## src/rtl/spi_target_if.sv

```systemverilog
// Byte-level and pin-level signal bundle for the SPI target endpoint.
// The slave modport is the endpoint's view; master is the core/pin side.
interface spi_target_if;
   logic       spi_clk_i;
   logic       spi_mosi_i;
   logic       spi_cs_i;
   logic       spi_miso_o;
   logic       spi_miso_oe_o;
   logic [7:0] rx_data_o;
   logic       rx_valid_o;
   logic [7:0] tx_data_i;
   logic       tx_valid_i;
   logic       tx_accept_o;
   logic       tx_underrun_o;
   logic       cs_active_o;
   logic       frame_end_o;

   modport slave (
      input  spi_clk_i, spi_mosi_i, spi_cs_i, tx_data_i, tx_valid_i,
      output spi_miso_o, spi_miso_oe_o, rx_data_o, rx_valid_o,
             tx_accept_o, tx_underrun_o, cs_active_o, frame_end_o
   );

   modport master (
      output spi_clk_i, spi_mosi_i, spi_cs_i, tx_data_i, tx_valid_i,
      input  spi_miso_o, spi_miso_oe_o, rx_data_o, rx_valid_o,
             tx_accept_o, tx_underrun_o, cs_active_o, frame_end_o
   );
endinterface

```

## src/rtl/spi_target.sv

```systemverilog
// SPI target endpoint. SCK/MOSI/CS are oversampled in clk_i through 2-FF
// synchronisers; received bytes leave on a valid pulse, transmit bytes come
// in through a single holding register with a valid/accept handshake.
module spi_target #(
   parameter bit         CPOL    = 1'b0,
   parameter bit         CPHA    = 1'b0,
   parameter logic [7:0] TX_IDLE = 8'hFF
) (
   input logic         clk_i,
   input logic         rst_i,
   spi_target_if.slave bus
);
   typedef enum logic {
      ST_IDLE   = 1'b0,
      ST_ACTIVE = 1'b1
   } state_e;

   // Data is sampled on the rising SCK edge for modes 0 and 3, falling otherwise.
   localparam bit SAMPLE_ON_FALL = CPOL ^ CPHA;

   logic       sck_s1_q, sck_s1_d, sck_s2_q, sck_s2_d, sck_prev_q, sck_prev_d;
   logic       mosi_s1_q, mosi_s1_d, mosi_s2_q, mosi_s2_d;
   logic       cs_s1_q, cs_s1_d, cs_s2_q, cs_s2_d, cs_prev_q, cs_prev_d;
   state_e     state_q, state_d;
   logic [2:0] bit_cnt_q, bit_cnt_d;
   logic       first_q, first_d;
   logic [6:0] rx_shift_q, rx_shift_d;
   logic [7:0] rx_data_q, rx_data_d;
   logic       rx_valid_q, rx_valid_d;
   logic [7:0] tx_shift_q, tx_shift_d;
   logic       hold_valid_q, hold_valid_d;
   logic [7:0] hold_data_q, hold_data_d;
   logic       underrun_q, underrun_d;
   logic       frame_end_q, frame_end_d;
   logic       miso_oe_q, miso_oe_d;

   logic       sck_rise, sck_fall, cs_fall, cs_rise;
   logic       sample_edge, shift_edge, hold_write, load;

   assign sck_rise    = sck_s2_q & ~sck_prev_q;
   assign sck_fall    = ~sck_s2_q & sck_prev_q;
   assign cs_fall     = ~cs_s2_q & cs_prev_q;
   assign cs_rise     = cs_s2_q & ~cs_prev_q;
   assign sample_edge = SAMPLE_ON_FALL ? sck_fall : sck_rise;
   assign shift_edge  = SAMPLE_ON_FALL ? sck_rise : sck_fall;
   // A write can only land while the holding register is empty.
   assign hold_write  = bus.tx_valid_i & ~hold_valid_q;

   // Next-state logic: synchronisers, frame FSM, shifters and holding register.
   always_comb begin
      sck_s1_d     = bus.spi_clk_i;
      sck_s2_d     = sck_s1_q;
      sck_prev_d   = sck_s2_q;
      mosi_s1_d    = bus.spi_mosi_i;
      mosi_s2_d    = mosi_s1_q;
      cs_s1_d      = bus.spi_cs_i;
      cs_s2_d      = cs_s1_q;
      cs_prev_d    = cs_s2_q;
      state_d      = state_q;
      bit_cnt_d    = bit_cnt_q;
      first_d      = first_q;
      rx_shift_d   = rx_shift_q;
      rx_data_d    = rx_data_q;
      rx_valid_d   = 1'b0;
      tx_shift_d   = tx_shift_q;
      hold_valid_d = hold_valid_q;
      hold_data_d  = hold_data_q;
      underrun_d   = 1'b0;
      frame_end_d  = 1'b0;
      miso_oe_d    = miso_oe_q;
      load         = 1'b0;

      case (state_q)
         ST_IDLE: begin
            if (cs_fall) begin
               state_d   = ST_ACTIVE;
               miso_oe_d = 1'b1;
               bit_cnt_d = 3'd0;
               // With CPHA=0 the first bit must be on MISO before the first
               // SCK edge, so the byte is loaded on CS fall itself.
               first_d   = ~CPHA;
               load      = ~CPHA;
            end
         end
         ST_ACTIVE: begin
            if (cs_rise) begin
               // Abort any partial byte; the holding register is untouched.
               state_d     = ST_IDLE;
               miso_oe_d   = 1'b0;
               bit_cnt_d   = 3'd0;
               first_d     = 1'b0;
               rx_shift_d  = 7'd0;
               frame_end_d = 1'b1;
            end else begin
               if (sample_edge) begin
                  rx_shift_d = {rx_shift_q[5:0], mosi_s2_q};
                  bit_cnt_d  = bit_cnt_q + 3'd1;
                  first_d    = 1'b0;
                  if (bit_cnt_q == 3'd7) begin
                     rx_data_d  = {rx_shift_q, mosi_s2_q};
                     rx_valid_d = 1'b1;
                  end
               end
               // A shift edge before anything was sampled would reload the
               // byte just loaded on CS fall, so it is ignored.
               if (shift_edge && !first_q) begin
                  if (bit_cnt_q == 3'd0) begin
                     load = 1'b1;
                  end else begin
                     tx_shift_d = {tx_shift_q[6:0], 1'b0};
                  end
               end
            end
         end
         default: state_d = ST_IDLE;
      endcase

      if (load) begin
         if (hold_valid_q) begin
            tx_shift_d   = hold_data_q;
            hold_valid_d = 1'b0;
         end else begin
            tx_shift_d = TX_IDLE;
            underrun_d = 1'b1;
         end
      end
      // Only reachable when the register was empty, so a coincident load
      // has already taken TX_IDLE and this byte waits for the next load.
      if (hold_write) begin
         hold_valid_d = 1'b1;
         hold_data_d  = bus.tx_data_i;
      end
   end

   // State register with synchronous active-low reset to idle pin levels.
   always_ff @(posedge clk_i) begin
      if (!rst_i) begin
         sck_s1_q     <= CPOL;
         sck_s2_q     <= CPOL;
         sck_prev_q   <= CPOL;
         mosi_s1_q    <= 1'b0;
         mosi_s2_q    <= 1'b0;
         cs_s1_q      <= 1'b1;
         cs_s2_q      <= 1'b1;
         cs_prev_q    <= 1'b1;
         state_q      <= ST_IDLE;
         bit_cnt_q    <= 3'd0;
         first_q      <= 1'b0;
         rx_shift_q   <= 7'd0;
         rx_data_q    <= 8'd0;
         rx_valid_q   <= 1'b0;
         tx_shift_q   <= 8'd0;
         hold_valid_q <= 1'b0;
         hold_data_q  <= 8'd0;
         underrun_q   <= 1'b0;
         frame_end_q  <= 1'b0;
         miso_oe_q    <= 1'b0;
      end else begin
         sck_s1_q     <= sck_s1_d;
         sck_s2_q     <= sck_s2_d;
         sck_prev_q   <= sck_prev_d;
         mosi_s1_q    <= mosi_s1_d;
         mosi_s2_q    <= mosi_s2_d;
         cs_s1_q      <= cs_s1_d;
         cs_s2_q      <= cs_s2_d;
         cs_prev_q    <= cs_prev_d;
         state_q      <= state_d;
         bit_cnt_q    <= bit_cnt_d;
         first_q      <= first_d;
         rx_shift_q   <= rx_shift_d;
         rx_data_q    <= rx_data_d;
         rx_valid_q   <= rx_valid_d;
         tx_shift_q   <= tx_shift_d;
         hold_valid_q <= hold_valid_d;
         hold_data_q  <= hold_data_d;
         underrun_q   <= underrun_d;
         frame_end_q  <= frame_end_d;
         miso_oe_q    <= miso_oe_d;
      end
   end

   assign bus.spi_miso_o    = tx_shift_q[7];
   assign bus.spi_miso_oe_o = miso_oe_q;
   assign bus.rx_data_o     = rx_data_q;
   assign bus.rx_valid_o    = rx_valid_q;
   assign bus.tx_accept_o   = ~hold_valid_q;
   assign bus.tx_underrun_o = underrun_q;
   assign bus.cs_active_o   = (state_q == ST_ACTIVE);
   assign bus.frame_end_o   = frame_end_q;
endmodule

```

## src/flat_wrapper.sv

```systemverilog
// flat-port wrapper written by rule: the top's interface ports become plain ports
module spi_target_flat 
#(
   parameter bit         CPOL    = 1'b0,
   parameter bit         CPHA    = 1'b0,
   parameter logic [7:0] TX_IDLE = 8'hFF
)
  (clk_i, rst_i, bus_spi_clk_i, bus_spi_mosi_i, bus_spi_cs_i, bus_tx_data_i, bus_tx_valid_i, bus_spi_miso_o, bus_spi_miso_oe_o, bus_rx_data_o, bus_rx_valid_o, bus_tx_accept_o, bus_tx_underrun_o, bus_cs_active_o, bus_frame_end_o);
  spi_target_if bus_i ();
  input logic clk_i;
  input logic rst_i;
  input wire logic [$bits(bus_i.spi_clk_i)-1:0] bus_spi_clk_i;
  input wire logic [$bits(bus_i.spi_mosi_i)-1:0] bus_spi_mosi_i;
  input wire logic [$bits(bus_i.spi_cs_i)-1:0] bus_spi_cs_i;
  input wire logic [$bits(bus_i.tx_data_i)-1:0] bus_tx_data_i;
  input wire logic [$bits(bus_i.tx_valid_i)-1:0] bus_tx_valid_i;
  output wire logic [$bits(bus_i.spi_miso_o)-1:0] bus_spi_miso_o;
  output wire logic [$bits(bus_i.spi_miso_oe_o)-1:0] bus_spi_miso_oe_o;
  output wire logic [$bits(bus_i.rx_data_o)-1:0] bus_rx_data_o;
  output wire logic [$bits(bus_i.rx_valid_o)-1:0] bus_rx_valid_o;
  output wire logic [$bits(bus_i.tx_accept_o)-1:0] bus_tx_accept_o;
  output wire logic [$bits(bus_i.tx_underrun_o)-1:0] bus_tx_underrun_o;
  output wire logic [$bits(bus_i.cs_active_o)-1:0] bus_cs_active_o;
  output wire logic [$bits(bus_i.frame_end_o)-1:0] bus_frame_end_o;
  assign bus_i.spi_clk_i = bus_spi_clk_i;
  assign bus_i.spi_mosi_i = bus_spi_mosi_i;
  assign bus_i.spi_cs_i = bus_spi_cs_i;
  assign bus_i.tx_data_i = bus_tx_data_i;
  assign bus_i.tx_valid_i = bus_tx_valid_i;
  assign bus_spi_miso_o = bus_i.spi_miso_o;
  assign bus_spi_miso_oe_o = bus_i.spi_miso_oe_o;
  assign bus_rx_data_o = bus_i.rx_data_o;
  assign bus_rx_valid_o = bus_i.rx_valid_o;
  assign bus_tx_accept_o = bus_i.tx_accept_o;
  assign bus_tx_underrun_o = bus_i.tx_underrun_o;
  assign bus_cs_active_o = bus_i.cs_active_o;
  assign bus_frame_end_o = bus_i.frame_end_o;
  spi_target #(.CPOL(CPOL), .CPHA(CPHA), .TX_IDLE(TX_IDLE)) u_core (.clk_i(clk_i), .rst_i(rst_i), .bus(bus_i));
endmodule
```

## config.mk

```make
export PLATFORM = sky130hd
export DESIGN_NAME = spi_target_flat
export DESIGN_NICKNAME = d
export VERILOG_FILES = /design/src/rtl/spi_target_if.sv /design/src/rtl/spi_target.sv /design/src/flat_wrapper.sv
export SDC_FILE = /design/constraint.sdc
export NUM_CORES = 1
export LEC_CHECK = 0
export BUFFER_PORTS_ARGS = -buffer_cell sky130_fd_sc_hd__clkbuf_2
export CAP_MARGIN = 10
export CORE_MARGIN = 2
export CORE_UTILIZATION = 50
export CTS_CLUSTER_SIZE = 20
export DETAILED_ROUTE_END_ITERATION = 8
export PLACE_DENSITY_LB_ADDON = 0.12
export SETUP_SLACK_MARGIN = 0.5
export SYNTH_ARGS = -nofsm -noshare
export SYNTH_HDL_FRONTEND = slang
export SYNTH_SLANG_ARGS = --single-unit
export TNS_END_PERCENT = 1
```

## constraint.sdc

```tcl
create_clock -name clk_i -period 1.3 [get_ports clk_i]
set_input_delay 0.195 -clock clk_i [delete_from_list [all_inputs] [get_ports clk_i]]
set_output_delay 0.195 -clock clk_i [all_outputs]
set_load 0.02 [all_outputs]
```

# After elaboration in Yosys (flattened, before gate mapping)
# Cells that the tools add are included.
# word_totals
ff_bits	49
latch_bits	0
ram_bits	0
rom_bits	0
elab_cells	86
n_memories	0
# op_classes
addsub	1
mul	0
div_mod_pow	0
magnitude_cmp	0
eq_ne	6
shift	0
n_mux	30
n_bitwise	14
n_reduce_logical	15
# op_table
op	count
two-way mux 8 bit	6
two-way mux 1 bit	14
two-way mux 7 bit	2
AND reduction 2 bit	5
two-way mux 3 bit	3
NOT 1 bit	9
case mux 1 bit (2 select lines)	4
AND reduction 4 bit	2
nonzero test 2 bit	4
case mux 3 bit (2 select lines)	1
bitwise AND 1 bit	5
inequality test 2 x 1 -> 1 bit (second input constant)	2
inequality test 2 bit (second input constant)	2
OR reduction 4 bit	1
adder 3 x 1 -> 3 bit (second input constant)	1
equality test 3 bit (second input constant)	1
zero test 3 bit	1
inequality test 3 bit (second input constant)	1
logical AND 1 bit	1
zero test 1 bit	1

# Depth between registers and ports, before layout
# Gate-level depths: netlist of the first run.
# logic_depth
word_depth	8
ltp_mapped	6

# Worst setup path after synthesis of the first run
# OpenSTA, ideal clock, no wires.
# synth_timing
path_kind	register to register
from	register u_core.bit_cnt_q[0]
to	register u_core.tx_shift_q[2]
setup_ns	0.122
arrival_time_ns	1.206
required_ns	1.178
slack_ns	-0.028
stages_incl_launch_ff	7
n_path_buf	0
cell_sequence	dfxtp_1 -> inv_1 -> ha_1 -> nor2b_1 -> nor2_4 -> mux2i_1 -> o22ai_1
# synth_between
elab_chain_len	7
elab_cells_between_ends	11
classes_between	2 x eq/ne; 5 x mux; 4 x reduce/logical
# synth_lines
element	line	rtl
from (decl)	spi_target.sv:25	logic [2:0] bit_cnt_q, bit_cnt_d;
from (signal assigned)	spi_target.sv:168	bit_cnt_q <= bit_cnt_d;
zero test 3 bit (*)	spi_target.sv:107	if (bit_cnt_q == 3'd0) begin
two-way mux 1 bit	spi_target.sv:107	
two-way mux 1 bit	spi_target.sv:106	if (shift_edge && !first_q) begin
two-way mux 1 bit	spi_target.sv:86	if (cs_rise) begin
case mux 1 bit (2 select lines)	spi_target.sv:73	case (state_q)
inequality test 2 bit (no source line), or another cell as far along	n/a	
AND reduction 4 bit (no source line)	n/a	
to (signal assigned)	spi_target.sv:173	tx_shift_q <= tx_shift_d;
to (decl)	spi_target.sv:30	logic [7:0] tx_shift_q, tx_shift_d;
# Mark *: on every way between the ends. The rest lies on a longest branch, timed or not.
# A chain may end at the register's enable or synchronous reset.

# Worst setup path in the final report of the first run
# layout_timing
from	register u_core.bit_cnt_q[0]
to	register u_core.tx_shift_q[1]
# Same word-level chain as after synthesis.

==> metrics.txt, run 1 <==
top post-synthesis cells by area=sky130_fd_sc_hd__dfxtp_1, sky130_fd_sc_hd__nand2_1, sky130_fd_sc_hd__a21boi_2; y dimension of the die=68.5 microns; clock transition at the registers of the reported paths=0.08 ns; count of clock tree sinks=49; fraction of final layout cells with drive strength greater than 1=46.6%; later-pin clock latency in the skew report=0.29 ns; Final min period=1.36 ns; Routed WL per cell=13.0 microns; CTS root buf=sky130_fd_sc_hd__clkbuf_8; Max Transition Viols Final=0; final setup vio count=8; cell at the slowest stage of the critical path=sky130_fd_sc_hd__dfxtp_2; register area share after synthesis=47.2%; GRT Total Usage=19.2%; combinational family with the most area after synthesis=simple AND/OR/NAND/NOR gates; dominant cell type by area after synthesis=sky130_fd_sc_hd__dfxtp_1; worst stage delay on the critical path=0.35 ns; Max FO, Critical Path=7; Die Footprint=4690 sq um; Final Hold Viols=0; setup repair after global routing missed its margin=yes; net count after synthesis=226; Worst EP required=1.48 ns; Worst Slack Setup Final=-0.0581 ns; flops & latches, synth=49; clock tree from TritonCTS=done; crit-path leading delay family=simple AND/OR/NAND/NOR gates; initial core utilization=52.0%; maximum number of pins on one net before global-route repair=52; failing checks=setup timing; total I/O pin count=29; Placeable Area=4000 sq um; Final period util=104%; Hold Worst Slack=0.0801 ns; design area=2750 sq um; post-synthesis compound-gate area fraction=17.2%; cell area after synthesis=2080 sq um; area added between synthesis and finish=32.5%; total wire length after detailed routing=3950 microns; port bufs=28; antenna violations before repair=0; top cell type's share of synthesized area=47.2%; leakage power total=1.04 nW; Num CTS Buffers=5; CP Buf/Inv Count=1; fillcell total=302; standard cell area after detailed placement=2360 sq um; row count=23; mux share of post-synthesis cell area=3.37%; Peak Freq=0.736 GHz; post-layout net count=269; hold crit path type=in -> reg; depth of the CTS H-tree=2; count of unique library cells instantiated by Yosys=41; Detail Route Antenna Nets=0; Max Root-Sink Buffers=2; remaining routing DRC violations=0; chip width=68.5 microns; remaining global-route overflow=0; HPWL Detailed=2670 microns; Worst Setup Start Kind=flip-flop; result of the run=finished with violations; setup clock skew after layout=0.00356 ns; classification of the worst setup path=reg -> reg; vias in the first global route=1,589; wire length of the first global-routing pass=6740 microns; routed vias=1,553; gate count of the mapped netlist=209; count of maximum capacitance violations=0; initial drt markers=65; synthesized area divided by synthesized cell count=9.94 sq um; worst rel slew slack=77.9%; P per Cell Area=1010 nW/um^2; number of cells in the design after placement=290; post-synthesis simple-gate area fraction=25.9%; per-cell via count in the routed design=5.13; nature of the critical path endpoint=flip-flop; critical-path cell list=inv_2 -> ha_4 -> nor2b_4 -> nor2_4 -> mux2i_1 -> o22ai_1; number of optimization iterations in the first detailed-route pass=4; gp weighted congestion=0.790; count of placed standard cells in the final layout, fillers left out=303; number of warnings printed during yosys synthesis=0; Arr. time, crit path=1.54 ns; fraction of synthesized cell area in xor and xnor cells=0%; peak ir drop on the vdd network=0.655 mV; Post-Synth Adder-Cell Area=1.81%; number of inserted diodes=0; transition at the pin with the smallest max-transition slack=0.327 ns
[area by class of cell]
class	instances	area, sq um	area share [%]
inverters	4	15.0	0.545
clock inverters	1	5.00	0.182
well taps	50	62.6	2.27
multi-input cells	144	1110	40.4
clock buffers	7	96.3	3.50
repair buffers	48	460	16.7
flip-flops and latches	49	1000	36.4
[worst paths after layout]
| kind | from | to | slack (ns) | cells after the start |
|---|---|---|---|---|
| max reg2reg | u_core.bit_cnt_q[0] | u_core.tx_shift_q[1] | -0.06 | 6 |
| min reg2reg | u_core.cs_s1_q | u_core.cs_prev_d | 0.42 | 1 |
| min | bus_spi_cs_i | u_core.cs_s1_q | 0.08 | 2 |
| max | u_core.bit_cnt_q[0] | u_core.tx_shift_q[1] | -0.06 | 6 |
[Yosys cell counts, drive strengths merged]
library cell	count
o2111ai	1
nand3	11
a41oi	1
a22oi	7
a21oi	3
nor2	2
a32oi	1
and2b	2
and2	7
nor2b	12
nand3b	1
nand2b	11
dfxtp	49
buf	6
ha	3
o211ai	1
o22ai	7
and3	3
inv	4
a31o	1
nand4	2
a21boi	18
nor3b	3
nand2	35
clkbuf	6
mux2i	7
o21ai	5
[placed cells by master, fill, tap and decap left out, types with 2 or more instances in the layout]
master | Yosys | routed
sky130_fd_sc_hd__nand2_2 | 1 | 7
sky130_fd_sc_hd__nand4_1 | 2 | 2
sky130_fd_sc_hd__nand3_1 | 3 | 3
sky130_fd_sc_hd__clkbuf_2 | 0 | 15
sky130_fd_sc_hd__nor2b_1 | 12 | 10
sky130_fd_sc_hd__a21boi_0 | 8 | 8
sky130_fd_sc_hd__buf_6 | 0 | 7
sky130_fd_sc_hd__dfxtp_1 | 49 | 33
sky130_fd_sc_hd__buf_12 | 1 | 2
sky130_fd_sc_hd__inv_2 | 0 | 2
sky130_fd_sc_hd__nor2b_4 | 0 | 2
sky130_fd_sc_hd__o22ai_1 | 7 | 7
sky130_fd_sc_hd__o21ai_0 | 4 | 4
sky130_fd_sc_hd__and3_1 | 2 | 2
sky130_fd_sc_hd__a21boi_2 | 9 | 9
sky130_fd_sc_hd__buf_4 | 1 | 11
sky130_fd_sc_hd__and2_1 | 7 | 7
sky130_fd_sc_hd__nand2b_1 | 10 | 10
sky130_fd_sc_hd__nand3_2 | 8 | 8
sky130_fd_sc_hd__a22oi_2 | 0 | 7
sky130_fd_sc_hd__buf_8 | 1 | 9
sky130_fd_sc_hd__ha_4 | 0 | 3
sky130_fd_sc_hd__a21oi_1 | 3 | 3
sky130_fd_sc_hd__mux2i_1 | 7 | 7
sky130_fd_sc_hd__clkbuf_8 | 0 | 10
sky130_fd_sc_hd__inv_1 | 4 | 2
sky130_fd_sc_hd__nand2_1 | 33 | 27
sky130_fd_sc_hd__dfxtp_2 | 0 | 16
[per-stage QoR]
step	setup slack (ns)	util (%)	power, mW	setup TNS (ns)
after floorplan	0.00811	-	1.76	0
after global placement	-0.0116	59.1	1.83	-0.0476
after detailed placement	-0.0862	59.1	1.84	-0.603
after CTS	-0.0633	67.4	2.80	-0.283
after global routing	-0.143	68.8	2.90	-1.51
final	-0.0581	68.8	2.77	-0.263
[state kept, by name, summed over array words and instances, names as in the netlist]
name	count
u_core.first_q	1
u_core.bit_cnt_q	3
u_core.sck_prev_q	1
u_core.bus.spi_miso_oe_o	1
u_core.sck_s1_q	1
u_core.mosi_s2_q	1
u_core.hold_data_q	8
u_core.hold_valid_q	1
u_core.bus.rx_valid_o	1
u_core.rx_shift_q	7
u_core.bus.cs_active_o	1
u_core.sck_prev_d	1
u_core.cs_prev_q	1
u_core.bus.tx_underrun_o	1
u_core.cs_s1_q	1
u_core.tx_shift_q	8
u_core.bus.frame_end_o	1
u_core.mosi_s1_q	1
u_core.cs_prev_d	1
u_core.bus.rx_data_o	8
[metal layers]
layer / global-route usage [%] / wire length, microns / up-vias
met2: 35.3 / 2100 / 27
met5: 0 / 0 / -
met4: 8.00 / 47 / 0
met1: 20.8 / 1670 / 725
li1: - / - / 796
met3: 4.28 / 130 / 5
[cell families after synthesis]
| group | Yosys count |
|---|---|
| compound gates | 45 |
| fa+ha+maj | 3 |
| mux | 7 |
| buf+inv | 16 |
| flops | 49 |
| simple gates | 89 |
[repair_timing]
| item | in CTS | in global routing |
|---|---|---|
| hold buffers | 0 | 0 |
| pin swaps | 11 | 16 |
| buffers inserted | 5 | 0 |
| cloned | 0 | 0 |
| setup endpoints to repair | 56 | 57 |
| resized for setup | 52 | 22 |
[power breakdown]
part / internal [mW] / leakage, nW / switching [mW]
Sequential: 1.55 / 0.405 / 0.0304
Clock: 0.481 / 0.0542 / 0.462
Combinational: 0.127 / 0.580 / 0.123
Total: 2.16 / 1.04 / 0.615
Note: power is estimated with default switching activity, not from simulation.
==> run 2: changes to the inputs <==
--- a/config.mk
+++ b/config.mk
@@ -11,6 +11,7 @@
 export CORE_UTILIZATION = 50
 export CTS_CLUSTER_SIZE = 20
 export DETAILED_ROUTE_END_ITERATION = 8
+export GPL_TIMING_DRIVEN = 0
 export PLACE_DENSITY_LB_ADDON = 0.12
 export SETUP_SLACK_MARGIN = 0.5
 export SYNTH_ARGS = -nofsm -noshare
==> constraint.sdc (replaced) <==
create_clock -name clk_i -period 1.3 [get_ports clk_i]
set_input_delay 0.13 -clock clk_i [delete_from_list [all_inputs] [get_ports clk_i]]
set_output_delay 0.13 -clock clk_i [all_outputs]
set_load 0.02 [all_outputs]
==> run 2 against run 1 <==
Compared with the run above:
- the run still ends with setup timing left
- fmax fell by 1.0%
- via count grew 0.32%
- hold slack lost 0.060 ns
- sequential share of layout area grew 0.95 points
- sequential cell count unchanged
- power grew 3.7%
- non-clock buffer count did not move
- combinational power about the same
- clock-buffer cell count shrank 2
- clock skew up 0.0070 ns
- largest power group unchanged
- highest routed layer unchanged
==> metrics.txt, run 2 (synthesized netlist as in run 1, its figures left out) <==
result of the run=finished with violations; failing checks=setup timing; Max FO, Critical Path=7 (unchanged); gp weighted congestion=0.755 (-4.5%); antenna violations before repair=0 (unchanged); Worst Slack Setup Final=-0.0724 ns (-0.0143 ns); count of maximum capacitance violations=0 (unchanged); endpoint of the worst hold path=u_core.mosi_s1_q; leading cell types in the layout, fill and taps excluded=sky130_fd_sc_hd__dfxtp_1, sky130_fd_sc_hd__nand2_1, sky130_fd_sc_hd__clkbuf_8, sky130_fd_sc_hd__clkbuf_2, sky130_fd_sc_hd__nor2b_1; fraction of final layout cells with drive strength greater than 1=36.1% (-11 points); Placeable Area=4000 sq um (unchanged); Peak Freq=0.729 GHz (-1.0%); count of clock tree sinks=49 (unchanged); per-cell via count in the routed design=5.16 (+0.65%); Routed WL per cell=12.7 microns (-2.4%); number of optimization iterations in the first detailed-route pass=4 (unchanged); total power draw=2.87 mW (+3.7%); y dimension of the die=68.5 microns (unchanged); clock tree from TritonCTS=done; Worst EP required=1.50 ns (+0.02 ns); clock transition at the registers of the reported paths=0.09 ns (about the same); fillcell total=330 (+9.3%); register-to-register setup slack=-0.07 ns (about the same); HPWL Detailed=2570 microns (-3.5%); setup repair after global routing missed its margin=yes; chip width=68.5 microns (unchanged); leakage power total=0.998 nW (-3.9%); remaining global-route overflow=0 (unchanged); Final Hold Viols=0 (unchanged); initial core utilization=52.0% (unchanged); Final period util=106% (+1.1 points); end of the worst register-to-register path=u_core.tx_shift_q[2]; routed vias=1,558 (+0.32%); depth of the CTS H-tree=2 (unchanged); Reg-to-Reg Start=u_core.bit_cnt_q[0]; FF-to-FF path depth=6 (unchanged); hold crit path type=in -> reg; remaining routing DRC violations=0 (unchanged); critical-path cell list=inv_2 -> ha_4 -> nor2b_4 -> nor2_4 -> mux2i_1 -> o22ai_1; setup clock skew after layout=0.0106 ns (+0.00704 ns); hold depth=2 (unchanged); area added between synthesis and finish=27.9%; cell at the slowest stage of the critical path=sky130_fd_sc_hd__dfxtp_2; Final min period=1.37 ns (+0.0143 ns); number of inserted diodes=0 (unchanged); Max Root-Sink Buffers=2 (unchanged); P per Cell Area=1080 nW/um^2 (+7.4%); hold path startpoint=bus_spi_mosi_i; classification of the worst setup path=reg -> reg; maximum number of pins on one net before global-route repair=15 (-71%); total I/O pin count=29 (unchanged); peak ir drop on the vdd network=0.659 mV (+0.59%); Final Util=66.5% (-2.3 points); GRT Total Usage=20.2% (+1.1 points); Num CTS Buffers=5 (unchanged); Worst Setup Start Kind=flip-flop; post-layout net count=269 (unchanged); Arr. time, crit path=1.57 ns (+0.03 ns); wire length of the first global-routing pass=6890 microns (+2.3%); worst stage delay on the critical path=0.37 ns (+0.02 ns); row count=23 (unchanged); Max Transition Viols Final=0 (unchanged); leading cell type in the layout, fill and taps excluded=sky130_fd_sc_hd__dfxtp_1; transition at the pin with the smallest max-transition slack=0.517 ns (+0.190 ns); port bufs=28 (unchanged); initial drt markers=79 (+22%); total wire length after detailed routing=3840 microns (-2.8%); nature of the critical path endpoint=flip-flop; vias in the first global route=1,516 (-4.6%); Die Footprint=4690 sq um (unchanged); worst rel slew slack=65.5% (-12 points); CTS root buf=sky130_fd_sc_hd__clkbuf_8; later-pin clock latency in the skew report=0.31 ns (+0.02 ns); final setup vio count=16 (+8); Detail Route Antenna Nets=0 (unchanged)
## run 2: cell types whose count changed in the layout (fill, tap and decap cells not counted), moves of 3 or more
cell / previous run / this run
sky130_fd_sc_hd__clkbuf_1: 0 / 5
sky130_fd_sc_hd__clkbuf_8: 10 / 15
sky130_fd_sc_hd__a22oi_2: 7 / 0
sky130_fd_sc_hd__nand2_2: 7 / 1
sky130_fd_sc_hd__buf_4: 11 / 7
sky130_fd_sc_hd__buf_8: 9 / 6
sky130_fd_sc_hd__a22oi_1: 0 / 7
sky130_fd_sc_hd__buf_6: 7 / 1
sky130_fd_sc_hd__dfxtp_2: 16 / 6
sky130_fd_sc_hd__nand2_1: 27 / 32
sky130_fd_sc_hd__dfxtp_1: 33 / 42
## run 2: worst max path at each step
stage | start | end | slack [ns]
after floorplan | u_core.bit_cnt_q[0] | u_core.bus.rx_data_o[7] | 0.008
after global placement | u_core.bit_cnt_q[0] | u_core.bus.rx_data_o[3] | -0.21
after detailed placement | u_core.bit_cnt_q[0] | u_core.bus.rx_data_o[3] | -0.22
after CTS | u_core.bit_cnt_q[1] | u_core.tx_shift_q[2] | -0.06
after global routing | u_core.bit_cnt_q[0] | u_core.tx_shift_q[4] | -0.15
final | u_core.bit_cnt_q[0] | u_core.tx_shift_q[2] | -0.07
## run 2: area by class of cell
type                       count  area, sq um  area share [%]
tap                           50         62.6            2.35
multi-input combinational    144         1050            39.6
clock inverter                 2         35.0            1.32
buffer                        12          110            4.14
sequential                    49          992            37.3
inverter                       4         15.0           0.565
clock buffer                   5         68.8            2.59
timing repair buffer          36          323            12.1
## run 2: metrics by stage
stage / setup WS, ns / instance area [sq um] / hold slack (ns) / cells / setup TNS [ns]
after floorplan: 0.00811 / 2110 / 0.231 / 209 / 0
after global placement: -0.210 / 2310 / 0.313 / 287 / -2.50
after detailed placement: -0.222 / 2310 / 0.318 / 287 / -2.93
after CTS: -0.0608 / 2640 / 0.0211 / 302 / -0.413
after global routing: -0.153 / 2660 / 0.0468 / 302 / -2.40
final: -0.0724 / 2660 / 0.0202 / 302 / -0.476
## run 2: power breakdown
group	leakage [nW]	switching [mW]	internal, mW
clock	0.0540	0.492	0.559
sequential	0.402	0.0289	1.55
combinational	0.543	0.123	0.124
total	0.998	0.644	2.23
## run 2: timing repair
action                                  4_1_cts  5_1_grt
resized for setup                            47        8
buffers inserted                              7        0
endpoints found under the hold margin         1        0
endpoints found under the setup margin       56       56
pin swaps                                     4        3
hold buffers                                  1        0
## run 2: worst max-delay path: cells and delay by family (launching register included)
kind	cells	cell delay, ns
AOI/OAI and AO/OA	1	0.10
adders and majority gates	1	0.15
buffers and inverters	1	0.06
DFF	1	0.37
muxes	1	0.23
and+or+nand+nor	2	0.36
## run 2: metal layers
layer | vias to the layer above | global-route usage (%) | wire (microns)
li1 | 807 | - | -
met2 | 29 | 33.2 | 1800
met5 | - | 0 | 0
met3 | 7 | 4.11 | 119
met1 | 715 | 24.9 | 1830
met4 | 0 | 10.5 | 93
